`src/rtl/synth_pkg.sv`:
```
// Shared constants and types for the PS/2 keyboard synth voice allocator.
package synth_pkg;

    localparam int NOTE_W = 7;
    localparam int VOL_W  = 4;
    localparam logic [VOL_W-1:0] VOL_MAX = 4'd15;

    // Key map: KEY_CODES[k] plays MIDI note KEY_NOTE_BASE + k (one chromatic octave C3..C4).
    localparam int KEY_MAP_N     = 13;
    localparam int KEY_NOTE_BASE = 48;
    localparam logic [7:0] KEY_CODES [KEY_MAP_N] = '{
        8'h1A, 8'h1B, 8'h22, 8'h23, 8'h21, 8'h2A,
        8'h34, 8'h32, 8'h33, 8'h31, 8'h3B, 8'h3A, 8'h41
    };

    // Decoded key event travelling from stage 1 to stage 2.
    typedef struct packed {
        logic              valid;
        logic              press;
        logic [NOTE_W-1:0] note;
    } note_evt_t;

    // How a stage-2 event chooses its voice.
    typedef enum logic [2:0] {
        SrcNone,
        SrcSame,
        SrcFree,
        SrcSteal,
        SrcDrop
    } alloc_src_t;

    function automatic logic [NOTE_W-1:0] key_note(input int unsigned idx);
        return NOTE_W'(KEY_NOTE_BASE + idx);
    endfunction

endpackage

```
`src/rtl/ps2_note_map.sv`:
```
// Set-2 scancode to MIDI note lookup; hit=0 for codes outside the key map.
module ps2_note_map
    import synth_pkg::*;
(
    input  logic [7:0]        i_scancode,
    output logic [NOTE_W-1:0] note,
    output logic              hit
);

    // Linear search of the key map; at most one entry can match.
    always_comb begin
        note = '0;
        hit  = 1'b0;
        for (int k = 0; k < KEY_MAP_N; k++) begin
            if (i_scancode == KEY_CODES[k]) begin
                note = key_note(k);
                hit  = 1'b1;
            end
        end
    end

endmodule

```
`src/rtl/ps2_voice_alloc.sv`:
```
// Polyphonic voice allocator driven by PS/2 key events.
// Stage 0 detects a toggle on ps2_key[10], stage 1 holds the decoded note, stage 2 updates voices.
// Optional build macro: VOICE_STEAL_EN -- steal the oldest voice instead of dropping a note-on
// when every voice is sounding.
module ps2_voice_alloc
    import synth_pkg::*;
#(
    parameter int NUM_VOICES    = 4,
    parameter int RELEASE_TICKS = 9600
) (
    input  logic                         clk,
    input  logic                         reset_n,
    input  logic [10:0]                  ps2_key,
    output logic [NUM_VOICES*NOTE_W-1:0] voice_note,
    output logic [NUM_VOICES-1:0]        voice_gate,
    output logic [NUM_VOICES*VOL_W-1:0]  voice_volume,
    output logic                         event_drop
);

    localparam int IDX_W = $clog2(NUM_VOICES);
    localparam int AGE_W = $clog2(NUM_VOICES);
    localparam logic [AGE_W-1:0] AGE_MAX = AGE_W'(NUM_VOICES - 1);
    localparam int PS_W = (RELEASE_TICKS > 1) ? $clog2(RELEASE_TICKS) : 1;
    localparam logic [PS_W-1:0] PS_LAST = PS_W'(RELEASE_TICKS - 1);

    // Stage 0/1 state
    logic      r_armed;
    logic      r_tog;
    note_evt_t r_s1;

    // Voice state
    logic [NOTE_W-1:0] r_note [NUM_VOICES];
    logic [VOL_W-1:0]  r_vol  [NUM_VOICES];
    logic [AGE_W-1:0]  r_age  [NUM_VOICES];
    logic [NUM_VOICES-1:0] r_gate;
    logic [PS_W-1:0]   r_ps;
    logic              r_drop;

    // Combinational signals
    logic              w_evt;
    logic [NOTE_W-1:0] w_map_note;
    logic              w_map_hit;
    note_evt_t         w_s1_d;
    logic              w_tick;
    logic              w_same_hit;
    logic [IDX_W-1:0]  w_same_idx;
    logic              w_free_hit;
    logic [IDX_W-1:0]  w_free_idx;
    logic [IDX_W-1:0]  w_old_idx;
    logic [AGE_W-1:0]  w_old_age;
    alloc_src_t        w_src;
    logic [IDX_W-1:0]  w_tgt;
    logic              w_place;
    logic              w_drop_d;
    logic [NOTE_W-1:0] w_note_d [NUM_VOICES];
    logic [VOL_W-1:0]  w_vol_d  [NUM_VOICES];
    logic [AGE_W-1:0]  w_age_d  [NUM_VOICES];
    logic [NUM_VOICES-1:0] w_gate_d;

    ps2_note_map u_note_map (
        .i_scancode (ps2_key[7:0]),
        .note       (w_map_note),
        .hit        (w_map_hit)
    );

    // Stage 0: a toggle edge is an event once the toggle copy has been primed after reset.
    always_comb begin
        w_evt        = r_armed & (ps2_key[10] ^ r_tog);
        w_s1_d.valid = w_evt & ~ps2_key[8] & w_map_hit;
        w_s1_d.press = ps2_key[9];
        w_s1_d.note  = w_map_note;
    end

    // Toggle copy, arming flag and stage-1 register.
    always_ff @(posedge clk or negedge reset_n) begin
        if (!reset_n) begin
            r_armed <= 1'b0;
            r_tog   <= 1'b0;
            r_s1    <= '0;
        end else begin
            r_armed <= 1'b1;
            r_tog   <= ps2_key[10];
            r_s1    <= w_s1_d;
        end
    end

    // Free-running release prescaler; w_tick marks its terminal count.
    assign w_tick = (r_ps == PS_LAST);

    always_ff @(posedge clk or negedge reset_n) begin
        if (!reset_n) begin
            r_ps <= '0;
        end else if (w_tick) begin
            r_ps <= '0;
        end else begin
            r_ps <= r_ps + 1'b1;
        end
    end

    // Stage 2 search: sounding voice with the same note, lowest free voice, oldest voice.
    always_comb begin
        w_same_hit = 1'b0;
        w_same_idx = '0;
        w_free_hit = 1'b0;
        w_free_idx = '0;
        w_old_idx  = '0;
        w_old_age  = r_age[0];
        // Descending scan so the lowest matching index wins.
        for (int i = NUM_VOICES - 1; i >= 0; i--) begin
            if (r_vol[i] != '0 && r_note[i] == r_s1.note) begin
                w_same_hit = 1'b1;
                w_same_idx = IDX_W'(i);
            end
            if (r_vol[i] == '0) begin
                w_free_hit = 1'b1;
                w_free_idx = IDX_W'(i);
            end
        end
        // Strict compare keeps ties on the lowest index.
        for (int i = 1; i < NUM_VOICES; i++) begin
            if (r_age[i] > w_old_age) begin
                w_old_age = r_age[i];
                w_old_idx = IDX_W'(i);
            end
        end
    end

    // Stage 2 allocation decision for a note-on.
    always_comb begin
        w_src = SrcNone;
        if (r_s1.valid && r_s1.press) begin
            if (w_same_hit) begin
                w_src = SrcSame;
            end else if (w_free_hit) begin
                w_src = SrcFree;
            end else begin
`ifdef VOICE_STEAL_EN
                w_src = SrcSteal;
`else
                w_src = SrcDrop;
`endif
            end
        end

        w_tgt = '0;
        case (w_src)
            SrcSame:  w_tgt = w_same_idx;
            SrcFree:  w_tgt = w_free_idx;
            SrcSteal: w_tgt = w_old_idx;
            default:  w_tgt = '0;
        endcase

        w_place  = (w_src == SrcSame) || (w_src == SrcFree) || (w_src == SrcSteal);
        w_drop_d = (w_src == SrcDrop);
    end

    // Voice next state: release tick first, then the event overrides its target voice.
    always_comb begin
        w_gate_d = r_gate;
        for (int i = 0; i < NUM_VOICES; i++) begin
            w_note_d[i] = r_note[i];
            w_age_d[i]  = r_age[i];
            w_vol_d[i]  = r_vol[i];
            if (w_tick && !r_gate[i] && r_vol[i] != '0) begin
                w_vol_d[i] = r_vol[i] - 1'b1;
            end
        end

        if (w_place) begin
            for (int i = 0; i < NUM_VOICES; i++) begin
                if (IDX_W'(i) == w_tgt) begin
                    w_note_d[i] = r_s1.note;
                    w_gate_d[i] = 1'b1;
                    w_vol_d[i]  = VOL_MAX;
                    w_age_d[i]  = '0;
                end else if (r_vol[i] != '0 && r_age[i] != AGE_MAX) begin
                    w_age_d[i] = r_age[i] + 1'b1;
                end
            end
        end

        // Gated voices are never decremented, so clearing the gate leaves volume as-is this cycle.
        if (r_s1.valid && !r_s1.press) begin
            for (int i = 0; i < NUM_VOICES; i++) begin
                if (r_gate[i] && r_note[i] == r_s1.note) begin
                    w_gate_d[i] = 1'b0;
                end
            end
        end
    end

    // Voice state and drop pulse registers.
    always_ff @(posedge clk or negedge reset_n) begin
        if (!reset_n) begin
            for (int i = 0; i < NUM_VOICES; i++) begin
                r_note[i] <= '0;
                r_vol[i]  <= '0;
                r_age[i]  <= '0;
            end
            r_gate <= '0;
            r_drop <= 1'b0;
        end else begin
            for (int i = 0; i < NUM_VOICES; i++) begin
                r_note[i] <= w_note_d[i];
                r_vol[i]  <= w_vol_d[i];
                r_age[i]  <= w_age_d[i];
            end
            r_gate <= w_gate_d;
            r_drop <= w_drop_d;
        end
    end

    // Flatten per-voice state onto the output buses.
    for (genvar g = 0; g < NUM_VOICES; g++) begin : g_out
        assign voice_note[g*NOTE_W +: NOTE_W]  = r_note[g];
        assign voice_volume[g*VOL_W +: VOL_W]  = r_vol[g];
    end

    assign voice_gate = r_gate;
    assign event_drop = r_drop;

endmodule

```
`config.mk`:
```
export PLATFORM = sky130hd
export DESIGN_NAME = ps2_voice_alloc
export DESIGN_NICKNAME = d
export VERILOG_FILES = /design/src/rtl/synth_pkg.sv /design/src/rtl/ps2_note_map.sv /design/src/rtl/ps2_voice_alloc.sv
export SDC_FILE = /design/constraint.sdc
export NUM_CORES = 1
export LEC_CHECK = 0
export CORE_MARGIN = 5
export CORE_UTILIZATION = 56
export CTS_CLUSTER_DIAMETER = 60
export DETAILED_ROUTE_END_ITERATION = 12
export PLACE_DENSITY = 0.87
export SKIP_LAST_GASP = 1
export SYNTH_ARGS = -nofsm -noshare
export SYNTH_HDL_FRONTEND = slang
export SYNTH_SLANG_ARGS = --single-unit
```
`constraint.sdc`:
```
create_clock -name clk -period 4.3 [get_ports clk]
set_clock_uncertainty 0.15 [all_clocks]
set_input_delay 0.43 -clock clk [delete_from_list [all_inputs] [get_ports clk]]
set_output_delay 0.43 -clock clk [all_outputs]
set_load 0.02 [all_outputs]
```
==> results.txt <==
outcome: finished clean
CP max FO: 8
combinational share of power: 0.125
layout cells sized above 1: 0.114
Leakage: 1.90 nW
post-synthesis sequential area ratio: 0.485
die area: 7540 µm²
#FFs+latches synth: 64
Area Growth Syn to Fin: 23.4%
clk buf depth: 2
Worst-Skew Late Latency: 0.34 ns
main flop type after synthesis: dfrtp_1
Final min period: 3.00 ns
Slew Viols, Final: 0
gate count of the mapped netlist: 320
first-pass GRT wire length: 12200 µm
DRT Pass-1 Iters: 4
row count: 28
pwr dens: 323 nW/µm²
Vias/cell: 5.60
register area: 1600 µm²
most common cell after layout, fill and taps aside: dfrtp_1
Setup crit start: r_ps[9]
share of power burned in registers: 0.484
# setup viols final: 0
worst-margin pin slew: 1.22 ns
WL final: 7100 µm
initial DRC count: 141
root buffer cell: clkbuf_8
Fill cells: 458
number of I/O port buffers: 57
area of the multi-input gates: 1560 µm²
RD Place Congestion: 0.823
most frequent cells in the layout: 64 x dfrtp_1, 56 x clkdlybuf4s50_1, 33 x nand2_1, 29 x xor2_1, 20 x mux2_2
yosys synthesis warning count: 0
number of I/O pins: 62
Internal Power: 0.985 mW
Mean Syn Cell Area: 10.3 µm²
Post-route DRC: 0
TritonCTS Sinks: 64
Antenna Diode Count: 0
DR WL/cell: 15.7 µm
max frequency: 334 MHz
DIE WIDTH: 86.8 µm
Die Y: 86.8 µm
global route total overflow: 0
pin count of the biggest net entering global routing: 65
Initial Util: 0.568
fin crit share: 0.697
Total GRT Usage: 0.207
critical path class: reg2reg
Critical Path RT: 4.36 ns
Post-synth EDFFs: 0
vias in the first global route: 2576
initial antenna violation count: 0
WP data arrival: 3.06 ns
CTS buffer count: 9
Tightest Hold Check Type: in2async
Final ANT Viol Nets: 0
Final Util: 0.701
CTS tree: yes
hold_buf cts: 0
max cap viols: 0
switching share of power: 0.251
Core Region: 5820 µm²
setup tns final: 0 ns
peak supply drop: 0.000216 V
unrepaired setup endpoints after global routing: false
DP Wirelength: 5130 µm
H-tree depth: 3
synth unique cells: 48
Worst Setup Start Kind: flop
Synth async-reset ratio: 1.00
nets@finish: 391
Synth Cell Area: 3300 µm²
Final Hold Fails: 0
worst relative slew slack: 0.182
Net Sw Power: 0.330 mW
clock share of power: 0.391
Resized cells post-CTS: 0
Reg clk slew, reported paths: 0.07 ns
post-CTS setup buffer count: 0
Worst Setup End Kind: flop
reg2reg start: r_ps[9]
DR vias: 2539
==> state kept, by name, summed over array words and instances (netlist names) <==
| register | flops |
|---|---|
| voice_volume | 16 |
| event_drop | 1 |
| r_s1 | 7 |
| r_armed | 1 |
| r_ps | 14 |
| voice_note | 20 |
| r_tog | 1 |
| voice_gate | 4 |
==> power by group through the flow <==
stage | Sequential (mW) | Combinational (mW) | Clock (mW)
floorplan | 0.657 | 0.0824 | 0
global placement | 0.647 | 0.159 | 0
detailed placement | 0.647 | 0.161 | 0
CTS | 0.636 | 0.165 | 0.526
global route | 0.639 | 0.182 | 0.550
finish | 0.636 | 0.164 | 0.515
==> metrics by stage <==
stage               setup slack, ns  std cells  total power, mW  hold WS (ns)  area [µm²]
finish                         1.30        453             1.32        0.0890        4080
detailed placement             1.33        437            0.809         0.333        3880
global route                   1.23        453             1.37         0.175        4080
global placement               1.46        437            0.806         0.311        3880
CTS                            1.31        453             1.33         0.126        4080
floorplan                      1.55        323            0.740       -0.0156        3320
==> layout make-up <==
class	count	area share
Clock buffer	13	0.0390
Clock inverter	3	0.00982
Inverter	12	0.0110
Multi-Input combinational cell	228	0.384
Sequential cell	64	0.393
Tap cell	75	0.0230
Timing Repair Buffer	58	0.141
==> metal layers <==
metal / track usage / up-vias / share of wire
met5: 0 / - / 0
met3: 0.0371 / 14 / 0.054
li1: - / 1213 / -
met4: 0.112 / 0 / 0.022
met1: 0.268 / 1235 / 0.42
met2: 0.331 / 77 / 0.51
==> critical path: stages (launching register included) <==
cell and delay, ns:
dfrtp_1 0.44, or4b_1 0.53, or4_1 0.63, or3_1 0.41, or4_1 0.45, xor2_1 0.17
nand2_1 0.08
==> synthesized netlist by cell type, types with 2 or more instances <==
cell type | instances | area [µm²]
dfrtp_1 | 64 | 1600
nand3b_1 | 2 | 15.0
nand3_1 | 12 | 60.1
nor2b_1 | 2 | 12.5
nand4_1 | 3 | 18.8
clkbuf_1 | 8 | 30.0
or3_1 | 7 | 43.8
mux2_2 | 20 | 225
and3_1 | 2 | 12.5
ha_1 | 5 | 62.6
nor3b_1 | 3 | 22.5
a21oi_1 | 6 | 30.0
nand2b_1 | 4 | 25.0
a32oi_1 | 2 | 17.5
or4_1 | 6 | 45.0
or2_2 | 3 | 18.8
a41oi_1 | 2 | 17.5
buf_4 | 8 | 60.1
o41ai_1 | 2 | 17.5
or4b_2 | 2 | 20.0
nor2_1 | 19 | 71.3
buf_2 | 3 | 15.0
o21ai_0 | 11 | 55.1
nor3_1 | 9 | 45.0
a31oi_1 | 2 | 12.5
inv_1 | 12 | 45.0
xor2_1 | 29 | 254
conb_1 | 2 | 7.51
o211ai_1 | 4 | 30.0
xnor2_1 | 15 | 131
o22ai_1 | 2 | 12.5
nand2_1 | 33 | 124
==> logic make-up after synthesis <==
group	Yosys count	synth area share
multiplexers	21	0.0712
XOR/XNOR	44	0.117
flip-flops	64	0.485
AND/OR/NAND/NOR	115	0.183
AO/OA/AOI/OAI	38	0.0776
adder cells (fa/ha/maj)	5	0.0189
buffers and inverters	31	0.0454
other	2	0.00227
==> path summary, 6_finish.rpt <==
kind	endpoint	slack, ns	cells after the start
max in group asynchronous	voice_gate[1]	3.37	2
hold / removal	voice_volume[2]	0.09	2
hold reg to reg	r_ps[0]	0.33	1
min in group clk	r_ps[0]	0.33	1
setup reg to reg	voice_volume[15]	1.30	6
setup / recovery	voice_volume[15]	1.30	6
Power figures use the tool's default switching activity.
